## src/rtl/pipe_stages_pkg.sv

```systemverilog
// Shared helpers for the pipe_stages retiming chain.
package pipe_stages_pkg;

  // Width of an occupancy counter that must hold 0..depth, never narrower than 1 bit.
  function automatic int unsigned count_width(input int unsigned depth);
    return (depth < 1) ? 1 : $clog2(depth + 1);
  endfunction

endpackage

```

## src/rtl/pipe_stage.sv

```systemverilog
// One register stage of pipe_stages: WIDTH-bit data plus a valid bit.
module pipe_stage #(
  parameter int unsigned      WIDTH      = 4,
  parameter logic [WIDTH-1:0] RESET_DATA = '0
) (
  input  logic             clk,
  input  logic             rst,
  input  logic             flush,
  input  logic             advance,
  input  logic             in_valid,
  input  logic [WIDTH-1:0] in_data,
  output logic             valid,
  output logic [WIDTH-1:0] data
);

  // Flush only drops the valid bit; the data register keeps its last value.
  always_ff @(posedge clk) begin
    if (rst) begin
      valid <= 1'b0;
      data  <= RESET_DATA;
    end else if (flush) begin
      valid <= 1'b0;
    end else if (advance) begin
      valid <= in_valid;
      data  <= in_data;
    end
  end

endmodule

```

## src/rtl/pipe_stages.sv

```systemverilog
// DEPTH-stage valid/ready pipeline with bubble collapsing, flush and occupancy count.
module pipe_stages
  import pipe_stages_pkg::*;
#(
  parameter int unsigned      WIDTH      = 4,
  parameter int unsigned      DEPTH      = 3,
  parameter logic [WIDTH-1:0] RESET_DATA = '0,
  localparam int unsigned     CW         = count_width(DEPTH)
) (
  input  logic             clk,
  input  logic             rst,
  input  logic             flush,
  input  logic             in_valid,
  output logic             in_ready,
  input  logic [WIDTH-1:0] in_data,
  output logic             out_valid,
  input  logic             out_ready,
  output logic [WIDTH-1:0] out_data,
  output logic [CW-1:0]    count
);

  logic [DEPTH-1:0] valid;
  logic [DEPTH-1:0] adv;
  logic [WIDTH-1:0] data [DEPTH];
  logic [DEPTH-1:0] stg_in_valid;
  logic [WIDTH-1:0] stg_in_data [DEPTH];
  logic             in_xfer;
  logic             out_xfer;

  // A stage can move when the consumer takes the head or any stage at or after it is empty;
  // this is the unrolled form of the downstream ready chain.
  always_comb begin
    adv = '0;
    for (int i = 0; i < int'(DEPTH); i++) begin
      adv[i] = out_ready;
      for (int j = i; j < int'(DEPTH); j++) begin
        if (!valid[j]) adv[i] = 1'b1;
      end
    end
  end

  assign in_ready  = !rst && !flush && adv[0];
  assign in_xfer   = in_valid && in_ready;
  assign out_valid = valid[DEPTH-1];
  assign out_data  = data[DEPTH-1];
  assign out_xfer  = out_valid && out_ready;

  // Stage 0 takes the producer; every later stage takes its predecessor.
  always_comb begin
    stg_in_valid = '0;
    for (int i = 0; i < int'(DEPTH); i++) stg_in_data[i] = '0;
    stg_in_valid[0] = in_xfer;
    stg_in_data[0]  = in_data;
    for (int i = 1; i < int'(DEPTH); i++) begin
      stg_in_valid[i] = valid[i-1];
      stg_in_data[i]  = data[i-1];
    end
  end

  for (genvar g = 0; g < int'(DEPTH); g++) begin : g_stage
    pipe_stage #(
      .WIDTH      (WIDTH),
      .RESET_DATA (RESET_DATA)
    ) u_stage (
      .clk      (clk),
      .rst      (rst),
      .flush    (flush),
      .advance  (adv[g]),
      .in_valid (stg_in_valid[g]),
      .in_data  (stg_in_data[g]),
      .valid    (valid[g]),
      .data     (data[g])
    );
  end

  // Occupancy tracks transfers; a simultaneous in and out leaves it unchanged.
  always_ff @(posedge clk) begin
    if (rst || flush) begin
      count <= '0;
    end else if (in_xfer && !out_xfer) begin
      count <= count + CW'(1);
    end else if (out_xfer && !in_xfer) begin
      count <= count - CW'(1);
    end
  end

endmodule

```

## config.mk

```make
export PLATFORM = sky130hd
export DESIGN_NAME = pipe_stages
export DESIGN_NICKNAME = d
export VERILOG_FILES = /design/src/rtl/pipe_stages_pkg.sv /design/src/rtl/pipe_stage.sv /design/src/rtl/pipe_stages.sv
export SDC_FILE = /design/constraint.sdc
export NUM_CORES = 1
export LEC_CHECK = 0
export ABC_AREA = 1
export BUFFER_PORTS_ARGS = -buffer_cell sky130_fd_sc_hd__buf_4
export CELL_PAD_IN_SITES_DETAIL_PLACEMENT = 1
export CELL_PAD_IN_SITES_GLOBAL_PLACEMENT = 1
export CORE_AREA = 10 10 61 63
export DETAILED_ROUTE_END_ITERATION = 10
export DIE_AREA = 0 0 71 73
export GPL_TIMING_DRIVEN = 0
export PLACE_DENSITY = 0.74
export SYNTH_ARGS = -nofsm -noshare
export SYNTH_HDL_FRONTEND = slang
export SYNTH_SLANG_ARGS = --single-unit
```

## constraint.sdc

```tcl
create_clock -name clk -period 1.37 [get_ports clk]
set_input_delay 0.274 -clock clk [delete_from_list [all_inputs] [get_ports clk]]
set_output_delay 0.274 -clock clk [all_outputs]
set_load 0.01 [all_outputs]
```

==> impl_metrics.json <==
{
  "r2r_slack_ns": 0.08,
  "rows": 19,
  "path_class": "flip-flop to output port",
  "hp-class": "input port to flip-flop",
  "setup_tns_ns": 0,
  "wl_per_cell_um": 11.2,
  "syn_area_per_cell_um2": 7.09,
  "final_cell_mix": "buf_4, nor2_1, inv_1, dfxtp_1, nand2_1",
  "synth-compound-area-share": 0.115,
  "yosysWarningCount": 0,
  "rr_startpoint": "g_stage[1].u_stage.valid",
  "path_delay_family": "flip-flops",
  "reg2reg_depth": 8,
  "numPortBuffers": 16,
  "boundaryPins": 17,
  "grt_pass1_vias": 719,
  "report.final.slew_viol_count": 0,
  "overflow": 0,
  "maxSlewHeadroom": 0.872,
  "syn_area_um2": 773,
  "worstMarginPinSlew_ns": 0.191,
  "grt_max_degree": 11,
  "via_per_inst": 4.47,
  "crit_buf_inv": 2,
  "layout_commonest_cell": "buf_4",
  "drive_gt1_frac": 0.318,
  "power_leakage_nw": 0.503,
  "clkTransAtPathRegs_ns": 0.10,
  "power.switching_w": 0.000247,
  "antenna_found_initial": 0,
  "yosys.area.top_type_share": 0.440,
  "hpwl_um": 1310,
  "rsz0062_at_grt": "true",
  "max_stage_delay_ns": 0.38,
  "arrival_ns": 1.04,
  "ant_nets": 0,
  "fp.coreArea_mm2": 0.00262,
  "clk-insertion-delay-late_ns": 0.29,
  "crit_slowest_cell": "dfxtp_4",
  "synth_seq_cells": 17,
  "worstPathMaxFanout": 3,
  "start_kind": "flip-flop",
  "endpoint_kind": "output port",
  "finalSetupViolations": 0,
  "combPwrFrac": 0.159,
  "drt_wl_total_um": 1830,
  "cp.required_ns": 1.10,
  "dieWidth_um": 71,
  "pwr-share-seq": 0.558,
  "finalPower_w": 0.000953,
  "synth_top_area_cell": "dfxtp_1",
  "p_sw_frac": 0.259,
  "clock-root-buffer": "clkbuf_4",
  "synth.distinct_cells": 16,
  "hold_path_startpoint": "rst",
  "power.density_mw_per_mm2": 924,
  "fin_crit_sh": 0.962,
  "grt_pass1_wl_um": 3040,
  "place_congestion": 0.612,
  "drt_iter0_drc": 3,
  "skew_ns": 0.00284,
  "cp-startpoint": "g_stage[1].u_stage.valid",
  "cts_tree": "built",
  "dieArea_mm2": 0.00518,
  "yosys.area_share.adder": 0.0162,
  "cts_buffer_depth": 2,
  "first_pass_iters": 4,
  "fmax_mhz": 758,
  "yosysSeqAreaShare": 0.440,
  "via_count": 729,
  "synth-simple-area-share": 0.269,
  "dp_slack_ns": -0.314,
  "area_delta_synth_final_pct": 33.3,
  "finalWorstSetupSlack_ns": 0.0514,
  "vdd_ir_drop_max_mv": 0.543,
  "min_period_ns": 1.32,
  "num_antenna_cells": 0,
  "path_cells": "nand4_4 > nand2_4 > inv_1 > buf_4",
  "synth.area.mux_share": 0,
  "cp.depth": 4,
  "synth_top_family_by_area": "simple AND/OR/NAND/NOR gates",
  "syn_inst": 109,
  "htree_levels": 1,
  "numCtsBuffers": 3,
  "initial_core_util": 0.296,
  "synth_xor_area_frac": 0,
  "drc": 0,
  "synth_nets": 119,
  "r2r_end": "count[1]",
  "ys_top_cells_by_area": "dfxtp_1, nor2_1, inv_1",
  "internal-power_w": 0.000706,
  "gr-usage-all-layers": 0.0690,
  "p_clk_frac": 0.283,
  "max_cap_violations": 0,
  "endpoint": "in_ready",
  "final_nets": 143,
  "die_y_um": 73,
  "finalHoldViolations": 0,
  "outcome": "complete, no violations",
  "clock_sinks": 17
}
==> area by class of cell <==
class,instances,area [um2]
buffer,6,48.8
inverter,20,77.6
fill,344,1580
tap,31,38.8
multi-input combinational,66,348
sequential,17,349
clock buffer,4,26.3
timing repair buffer,19,143
==> flip-flops by register name (all words and copies together) (netlist names) <==
signal,flops
count,2
g_stage.u_stage.valid,3
g_stage.u_stage.data,12
==> worst min path at each step <==
stage	endpoint	slack [ns]	cells after the start
final	g_stage[2].u_stage.data[1]	0.25	4
after global routing	g_stage[2].u_stage.data[0]	0.27	4
after CTS	g_stage[0].u_stage.valid	0.25	3
after detailed placement	g_stage[1].u_stage.data[0]	0.47	2
after global placement	g_stage[1].u_stage.data[2]	0.46	2
after floorplan	g_stage[0].u_stage.valid	0.43	2
==> per-stage QoR <==
stage / instances / util / cell area [um2] / hold slack [ns]
floorplan: 109 / - / 785 / 0.429
global placement: 156 / 0.361 / 943 / 0.459
detailed placement: 156 / 0.361 / 943 / 0.468
CTS: 162 / 0.378 / 990 / 0.248
global route: 163 / 0.394 / 1030 / 0.267
finish: 163 / 0.394 / 1030 / 0.251
==> what timing repair did <==
action,CTS,global route
gates resized for setup,2,10
hold buffers,0,0
endpoints found under the setup margin,3,2
pin swaps,1,5
buffers inserted,2,1
==> synthesized netlist by cell type <==
| master | n |
|---|---|
| o21ai_0 | 5 |
| nand3b_1 | 1 |
| inv_1 | 19 |
| nor2_2 | 1 |
| nand2_2 | 1 |
| nand2_1 | 15 |
| o21ai_2 | 1 |
| buf_6 | 1 |
| a21oi_1 | 11 |
| nand3_1 | 8 |
| ha_1 | 1 |
| nand4_2 | 1 |
| inv_2 | 1 |
| nor2_1 | 21 |
| buf_4 | 5 |
| dfxtp_1 | 17 |
==> power by group through the flow <==
stage	clock network [W]	logic, W	registers [W]
6_report	0.000269	0.000152	0.000532
5_1_grt	0.000299	0.000174	0.000535
4_1_cts	0.000278	0.000145	0.000533
3_5_place_dp	0	0.000143	0.000546
3_3_place_gp	0	0.000137	0.000545
2_1_floorplan	0	0.0000903	0.000544
==> layer usage <==
layer | routed length [um] | track usage
met1 | 823 | 0.0799
met2 | 910 | 0.120
met3 | 81 | 0.0204
met4 | 14 | 0.0194
met5 | 0 | 0
==> cells by family after synthesis <==
group,count (synthesis)
and+or+nand+nor,48
adders and majority gates,1
AOI/OAI and AO/OA,17
buffers and inverters,26
DFF,17
==> tightest hold or removal path, stage by stage <==
cell and delay, ns:
buf_4 0.08, inv_2 0.04, o21ai_0 0.07, nor2_1 0.04
Note: power is estimated with default switching activity, not from simulation.
